==> src/rtl/pattern_serializer_tx_pkg.sv <==
// Shared types and constants for the pattern serializer and the
// detector-side blocks it feeds.
package pattern_pkg;

  typedef enum logic [1:0] {
    IDLE  = 2'd0,
    SHIFT = 2'd1,
    GAP   = 2'd2
  } state_e;

  localparam logic IDLE_LEVEL_DEF = 1'b0;
  localparam int   REPEAT_W       = 4;

endpackage

==> src/rtl/pattern_serializer_tx_if.sv <==
// Word-offer handshake between a pattern source and the serializer.
interface pattern_serializer_tx_if
  import pattern_pkg::*;
#(
  parameter int DATA_W = 8
);

  logic                in_valid;
  logic                in_ready;
  logic [DATA_W-1:0]   in_data;
  logic [REPEAT_W-1:0] in_repeat;

  modport master (
    output in_valid,
    output in_data,
    output in_repeat,
    input  in_ready
  );

  modport slave (
    input  in_valid,
    input  in_data,
    input  in_repeat,
    output in_ready
  );

endinterface

==> src/rtl/pattern_serializer_tx_shift_reg.sv <==
// Word holder plus left-shifting register of bits still to be sent;
// reload restarts the word from the held copy.
module pattern_shift_reg #(
  parameter int DATA_W = 8
) (
  input  logic              clk,
  input  logic              rst_n,
  input  logic              load,
  input  logic [DATA_W-1:0] d,
  input  logic              shift,
  input  logic              reload,
  output logic              next_bit,
  output logic              word_msb
);

  logic [DATA_W-1:0] word_q;
  logic [DATA_W-1:0] shift_q;

  // shift_q omits the MSB, which the caller drives directly on load/reload
  always_ff @(posedge clk or negedge rst_n) begin
    if (!rst_n) begin
      word_q  <= '0;
      shift_q <= '0;
    end else if (load) begin
      word_q  <= d;
      shift_q <= {d[DATA_W-2:0], 1'b0};
    end else if (reload) begin
      shift_q <= {word_q[DATA_W-2:0], 1'b0};
    end else if (shift) begin
      shift_q <= {shift_q[DATA_W-2:0], 1'b0};
    end
  end

  assign next_bit = shift_q[DATA_W-1];
  assign word_msb = word_q[DATA_W-1];

endmodule

==> src/rtl/pattern_serializer_tx.sv <==
// Serial pattern transmitter: MSB-first word, repeated, with idle gaps
// after every repetition.
module pattern_serializer_tx
  import pattern_pkg::*;
#(
  parameter int   DATA_W     = 8,
  parameter int   GAP_CYCLES = 2,
  parameter logic IDLE_LEVEL = IDLE_LEVEL_DEF
) (
  input  logic                     clk,
  input  logic                     rst_n,
  pattern_serializer_tx_if.slave   in_if,
  output logic                     dout,
  output logic                     dout_valid,
  output logic                     busy,
  output logic                     frame_done
);

  localparam int BIT_W = $clog2(DATA_W);
  localparam int GAP_W =
    (GAP_CYCLES > 0) ? $clog2(GAP_CYCLES + 1) : 1;
  localparam logic [BIT_W-1:0] BIT_LAST = BIT_W'(DATA_W - 1);
  localparam logic [GAP_W-1:0] GAP_LOAD =
    GAP_W'((GAP_CYCLES > 0) ? GAP_CYCLES - 1 : 0);

  state_e              state_q, state_d;
  logic [BIT_W-1:0]    bit_q, bit_d;
  logic [GAP_W-1:0]    gap_q, gap_d;
  logic [REPEAT_W-1:0] rep_q, rep_d;
  logic                more_q, more_d;
  logic                dout_d, dv_d, fd_d;
  logic                load, shift, reload;
  logic                next_bit, word_msb;

  pattern_shift_reg #(
    .DATA_W(DATA_W)
  ) u_sr (
    .clk      (clk),
    .rst_n    (rst_n),
    .load     (load),
    .d        (in_if.in_data),
    .shift    (shift),
    .reload   (reload),
    .next_bit (next_bit),
    .word_msb (word_msb)
  );

  always_ff @(posedge clk or negedge rst_n) begin
    if (!rst_n) begin
      state_q    <= IDLE;
      bit_q      <= '0;
      gap_q      <= '0;
      rep_q      <= '0;
      more_q     <= 1'b0;
      dout       <= IDLE_LEVEL;
      dout_valid <= 1'b0;
      frame_done <= 1'b0;
    end else begin
      state_q    <= state_d;
      bit_q      <= bit_d;
      gap_q      <= gap_d;
      rep_q      <= rep_d;
      more_q     <= more_d;
      dout       <= dout_d;
      dout_valid <= dv_d;
      frame_done <= fd_d;
    end
  end

  always_comb begin
    state_d = state_q;
    bit_d   = bit_q;
    gap_d   = gap_q;
    rep_d   = rep_q;
    more_d  = more_q;
    dout_d  = IDLE_LEVEL;
    dv_d    = 1'b0;
    fd_d    = 1'b0;
    load    = 1'b0;
    shift   = 1'b0;
    reload  = 1'b0;
    unique case (state_q)
      IDLE: begin
        if (in_if.in_valid) begin
          load    = 1'b1;
          rep_d   = in_if.in_repeat;
          dout_d  = in_if.in_data[DATA_W-1];
          dv_d    = 1'b1;
          bit_d   = BIT_LAST;
          state_d = SHIFT;
        end
      end
      SHIFT: begin
        if (bit_q != '0) begin
          shift  = 1'b1;
          dout_d = next_bit;
          dv_d   = 1'b1;
          bit_d  = bit_q - BIT_W'(1);
        end else if (rep_q != '0) begin
          rep_d = rep_q - REPEAT_W'(1);
          if (GAP_CYCLES > 0) begin
            gap_d   = GAP_LOAD;
            more_d  = 1'b1;
            state_d = GAP;
          end else begin
            reload = 1'b1;
            dout_d = word_msb;
            dv_d   = 1'b1;
            bit_d  = BIT_LAST;
          end
        end else begin
          fd_d   = 1'b1;
          more_d = 1'b0;
          if (GAP_CYCLES > 0) begin
            gap_d   = GAP_LOAD;
            state_d = GAP;
          end else begin
            state_d = IDLE;
          end
        end
      end
      GAP: begin
        if (gap_q != '0) begin
          gap_d = gap_q - GAP_W'(1);
        end else if (more_q) begin
          reload  = 1'b1;
          dout_d  = word_msb;
          dv_d    = 1'b1;
          bit_d   = BIT_LAST;
          state_d = SHIFT;
        end else begin
          state_d = IDLE;
        end
      end
      default: state_d = IDLE;
    endcase
  end

  assign in_if.in_ready = (state_q == IDLE);
  assign busy           = (state_q != IDLE);

endmodule
==> src/flat_wrapper.sv <==
// flat-port wrapper written by rule: the top's interface ports become plain ports
module pattern_serializer_tx_flat import pattern_pkg::*;
#(
  parameter int   DATA_W     = 8,
  parameter int   GAP_CYCLES = 2,
  parameter logic IDLE_LEVEL = IDLE_LEVEL_DEF
)
  (clk, rst_n, dout, dout_valid, busy, frame_done, in_if_in_valid, in_if_in_data, in_if_in_repeat, in_if_in_ready);
  pattern_serializer_tx_if #(.DATA_W(DATA_W)) in_if_i ();
  input  logic clk;
  input  logic rst_n;
  output logic dout;
  output logic dout_valid;
  output logic busy;
  output logic frame_done;
  input wire logic [$bits(in_if_i.in_valid)-1:0] in_if_in_valid;
  input wire logic [$bits(in_if_i.in_data)-1:0] in_if_in_data;
  input wire logic [$bits(in_if_i.in_repeat)-1:0] in_if_in_repeat;
  output wire logic [$bits(in_if_i.in_ready)-1:0] in_if_in_ready;
  assign in_if_i.in_valid = in_if_in_valid;
  assign in_if_i.in_data = in_if_in_data;
  assign in_if_i.in_repeat = in_if_in_repeat;
  assign in_if_in_ready = in_if_i.in_ready;
  pattern_serializer_tx #(.DATA_W(DATA_W), .GAP_CYCLES(GAP_CYCLES), .IDLE_LEVEL(IDLE_LEVEL)) u_core (.clk(clk), .rst_n(rst_n), .in_if(in_if_i), .dout(dout), .dout_valid(dout_valid), .busy(busy), .frame_done(frame_done));
endmodule
==> config.mk <==
export PLATFORM = sky130hd
export DESIGN_NAME = pattern_serializer_tx_flat
export DESIGN_NICKNAME = d
export VERILOG_FILES = /design/src/rtl/pattern_serializer_tx_pkg.sv /design/src/rtl/pattern_serializer_tx_if.sv /design/src/rtl/pattern_serializer_tx_shift_reg.sv /design/src/rtl/pattern_serializer_tx.sv /design/src/flat_wrapper.sv
export SDC_FILE = /design/constraint.sdc
export NUM_CORES = 1
export LEC_CHECK = 0
export BUFFER_PORTS_ARGS = -buffer_cell sky130_fd_sc_hd__clkbuf_2
export CAP_MARGIN = 20
export CORE_ASPECT_RATIO = 0.9
export CORE_MARGIN = 5
export CORE_UTILIZATION = 35
export CTS_BUF_LIST = sky130_fd_sc_hd__clkbuf_8
export CTS_CLUSTER_SIZE = 25
export DETAILED_ROUTE_END_ITERATION = 16
export MAX_ROUTING_LAYER = met4
export PLACE_DENSITY_LB_ADDON = 0.08
export SLEW_MARGIN = 0
export SYNTH_ARGS = -nofsm -noshare
export SYNTH_HDL_FRONTEND = slang
export SYNTH_SLANG_ARGS = --single-unit
export TNS_END_PERCENT = 1
==> constraint.sdc <==
create_clock -name clk -period 2.1 [get_ports clk]
set_input_delay 0.42 -clock clk [delete_from_list [all_inputs] [get_ports clk]]
set_output_delay 0.42 -clock clk [all_outputs]
set_load 0.005 [all_outputs]
# Word-level counts from Yosys, hierarchy flattened
# Index checks and enable logic that the tools add are counted.
# op_classes
addsub,3
eq_ne,9
mux,37
bitwise,1
n_reduce_logical,14
# ops
op,n
$mux W8,3
$mux W1,16
$mux W3,4
$mux W4,3
$mux W2,5
$pmux W3 S3,1
$reduce_bool A3 Y1,3
$ne A2 B1 Y1 const B,4
$pmux W4 S2,1
$reduce_bool A2 Y1,4
$ne A2 B2 Y1 const B,3
$pmux W1 S3,2
$pmux W2 S3,1
$reduce_and A3 Y1,2
$reduce_and A5 Y1,1
$pmux W2 S2,1
$reduce_and A4 Y1,1
$reduce_bool A4 Y1,1
$sub A4 B1 Y4 const B,1
$sub A3 B1 Y3 const B,1
$eq A2 B1 Y1 const B,1
$eq A2 B2 Y1 const B,1
$logic_not A2 Y1,1
$reduce_and A2 Y1,1
2 further kinds,2
# totals
ff_bits,31
input_bits,15
output_inout_bits,5
wordCells,74

# Longest topological paths before layout
# logic_depth
word_depth,6
mapped_depth,7
mapped_depth_nobuf,6

# By module
# A second synthesis with hierarchy kept.
# hier_totals
cells_unflattened,152
hier_area_um2,1524.0
# by_module_without_submodules
module,n_inst,cells_per_inst,area_each_um2,seq_area_each_um2
pattern_serializer_tx,1,85,864.6,375.4
pattern_shift_reg,1,67,659.4,375.4

# Worst setup path after synthesis
# OpenSTA, ideal clock, no wires.
# synth_timing
path_type,flip-flop to flip-flop
from,reg u_core.gap_q[0]
to,reg u_core.u_sr.shift_q[6]
setup_time_ns,0.077
t_arrival_ns,1.626
required_time_ns,2.023
path_slack_ns,0.397
path_stages_with_launch,8
n_path_buf,1
synth_period_minus_slack_ns,1.703
cell_sequence,dfrtp_1 inv_1 ha_1 and3b_4 buf_6 and3b_1 or4_1 a21oi_1
# synth_via
elab_chain_cells,5
elab_cells_between_ends,6
classes_between,4 x mux; 2 x reduce/logical
# synth_rtl
item,line,rtl
from (decl),pattern_serializer_tx.sv:28,"logic [GAP_W-1:0] gap_q, gap_d;"
from (signal assigned),pattern_serializer_tx.sv:61,gap_q <= gap_d;
$reduce_bool A2 Y1 (*),pattern_serializer_tx.sv:123,if (gap_q != '0) begin
$mux W1 (*),pattern_serializer_tx.sv:123,
$mux W1 (*),--,
$mux W8,pattern_serializer_tx_shift_reg.sv:27,end else if (reload) begin
$mux W8,pattern_serializer_tx_shift_reg.sv:24,end else if (load) begin
to (signal assigned),pattern_serializer_tx_shift_reg.sv:26,"shift_q <= {d[DATA_W-2:0], 1'b0};"
to (signal assigned),pattern_serializer_tx_shift_reg.sv:28,"shift_q <= {word_q[DATA_W-2:0], 1'b0};"
to (signal assigned),pattern_serializer_tx_shift_reg.sv:30,"shift_q <= {shift_q[DATA_W-2:0], 1'b0};"
to (decl),pattern_serializer_tx_shift_reg.sv:17,logic [DATA_W-1:0] shift_q;
# Mark *: on every way between the ends. The rest lies on a longest branch, timed or not.
# A chain may end at the register's enable or synchronous reset.

# Worst setup path after layout
# layout_timing
from,reg u_core.gap_q[0]
to,reg u_core.u_sr.shift_q[5]
# Same word-level chain as after synthesis.

==> results.cfg <==
[status]
status = complete, no violations

[logic_synthesis]
synth_commonest_cells = 32 x nand2_1, 30 x dfrtp_1, 24 x a21oi_1, 17 x nor2_1, 10 x inv_1
synth-seq-cells = 30
synth_fa_ha_area_share_pct = 3.97
synth_top_area_share_pct = 47.7
synth_area_um2 = 1570
synth_edf_count = 0
synthXorXnorAreaFrac_pct = 0
yosys_warnings = 0
synth.most_common_cell = nand2_1
ys_top_cells_by_area = dfrtp_1 48%, a21oi_1 7.6%, nand2_1 7.6%
synth-main-ff-cell = dfrtp_1
synth_nets = 198
syn_inst = 178
ys_seq_area_share_pct = 47.7
synthDominantAreaCellType = dfrtp_1
synth_compound_area_share_pct = 16.9
syn_avg_cell_area_um2 = 8.84
synth_top_family_by_area = simple AND/OR/NAND/NOR gates
yosys.area_share.simple_pct = 26.1
synthArstFlopShare_pct = 100
muxShareOfSynthArea_pct = 0
ys_types = 31

[die]
initial_core_util_pct = 35.7
io_pins = 20
core_um2 = 4400
fp.dieW_um = 80.7
fp.dieArea_um2 = 5940
die_h_um = 73.6
rows = 23

[clock_network]
h-tree-depth = 2
cts-resized-gates = 0
path_clk_slew_ns = 0.07
ctsLongestPathBuffers = 2
cts_setup_buffers = 0
cts_buffers = 5
cts.sinks = 30
cts_tree = yes
clock_latency_ns = 0.28
hold_buffers = 0
clock-root-buffer = clkbuf_8

[worst_setup_path]
worstPathArrival_ns = 2.15
worst-setup-path-type = reg -> reg
startpoint_type = register
max_stage_delay_ns = 0.57
path_delay_family = simple AND/OR/NAND/NOR gates
cp-end-kind = register
cp_slowest_cell = or4_1
required_ns = 2.31
worstPathMaxFanout = 17
crit_chain = inv_1 > ha_1 > and3b_4 > a22oi_2 > or4_1 > a21oi_1
path_buf_inv = 1

[sta]
rsz0062_at_grt = true
tightest_slew_ns = 0.759
max_slew_margin_pct = 49.4
finalCritPeriodShare_pct = 92.3
skew_ns = 0.00592
finalCriticalPeriod_ns = 1.94
setup_viol = 0
slew_viol_final = 0
timing.hold.ws_ns = 0.194
fmax_ghz = 0.516
hold_viol_final = 0

[power]
p_total_mw = 2.35
irDropWorstVdd_mv = 0.457
leakage_nw = 0.887
power_density_nw_per_um2 = 1290

[detailed_routing]
vias = 1335
routed_via_density = 5.10
drc_errors = 0
firstDrtPassIters = 4
ant_nets = 0
wire_per_inst_um = 13.4
drt_iter0_markers = 92
wirelength_um = 3510

[finish]
design_area_um2 = 1820
fillers = 449
diodes = 0
nNetsFinal = 219
syn_to_final_growth_pct = 15.7
layout-drive-gt1-share_pct = 16.5

[min_path]
hold_path_class = in -> async

[global_routing]
grt_usage_pct = 13.5
grt_overflow = 0
antenna_found_initial = 0
grt_pass1_vias = 1311
grt_pass1_wl_um = 6000
grt_max_degree = 31

[placement]
post_dp_cell_area_um2 = 1730
routabilityCongestion = 0.747
place_hpwl_um = 2390
io_buffers = 19

[job]
maxCapViolCount = 0
[registers in the layout, summed over array words and instances, names as in the netlist]
signal and flops:
u_core.u_sr.word_q 8, u_core.u_sr.shift_q 7, u_core.rep_q 4, u_core.bit_q 3, u_core.gap_q 2, u_core.state_q 2
u_core.dout 1, u_core.dout_valid 1, u_core.frame_done 1, u_core.more_q 1
[through the flow]
stage	setup TNS (ns)	std cells	worst slack, ns	util (%)
2_1_floorplan	0	178	0.397	-
3_3_place_gp	0	254	0.159	39.3
3_5_place_dp	0	254	0.129	39.3
4_1_cts	0	262	0.112	41.4
5_1_grt	-0.000925	262	-0.000925	41.4
6_report	0	262	0.162	41.4
[where the power goes]
group	internal, mW	leakage (nW)	switching [mW]	total [mW]
clock network	0.259	0.0524	0.221	0.480
registers	0.804	0.366	0.151	0.955
logic	0.387	0.469	0.525	0.912
total	1.45	0.887	0.897	2.35
[worst paths after layout]
kind                                        from                     end  slack, ns  depth (start not counted)
setup / recovery                 u_core.gap_q[0]  u_core.u_sr.shift_q[5]       0.16                          6
hold / removal                             rst_n         u_core.rep_q[0]       0.19                          1
setup reg to reg                 u_core.gap_q[0]  u_core.u_sr.shift_q[5]       0.16                          6
hold reg to reg            u_core.u_sr.word_q[3]   u_core.u_sr.word_q[3]       0.47                          2
max in group asynchronous                  rst_n         u_core.gap_q[0]       1.42                          1
min in group clk                in_if_in_data[0]   u_core.u_sr.word_q[0]       0.35                          3
[area by class of cell]
type,instances,area [um2],share of cell area [%]
Tap cell,62,77.6,4.26
Inverter,10,37.5,2.06
Clock buffer,6,82.6,4.53
Clock inverter,2,8.76,0.481
Multi-Input combinational cell,129,739,40.6
Sequential cell,30,751,41.2
Timing Repair Buffer,23,125,6.87
[cells in the final DEF, fill, tap and decap left out, types with 6 or more instances in the layout]
cell,n
nand2_1,32
dfrtp_1,30
a21oi_1,24
clkbuf_2,19
nor2_1,17
inv_1,11
o21ai_0,6
and3b_1,6
or4_1,6
clkbuf_8,6
[logic make-up after synthesis]
kind of cell / count (synthesis)
adders and majority gates: 5
AOI/OAI and AO/OA: 43
and+or+nand+nor: 81
buffers and inverters: 19
DFF: 30
[layer usage]
layer | vias up | wire (um) | track usage [%]
li1 | 657 | - | -
met1 | 648 | 1650 | 16.0
met2 | 23 | 1680 | 22.2
met3 | 7 | 127 | 3.80
met4 | 0 | 58 | 4.50
met5 | - | 0 | -
(Power assumes the default switching activity.)
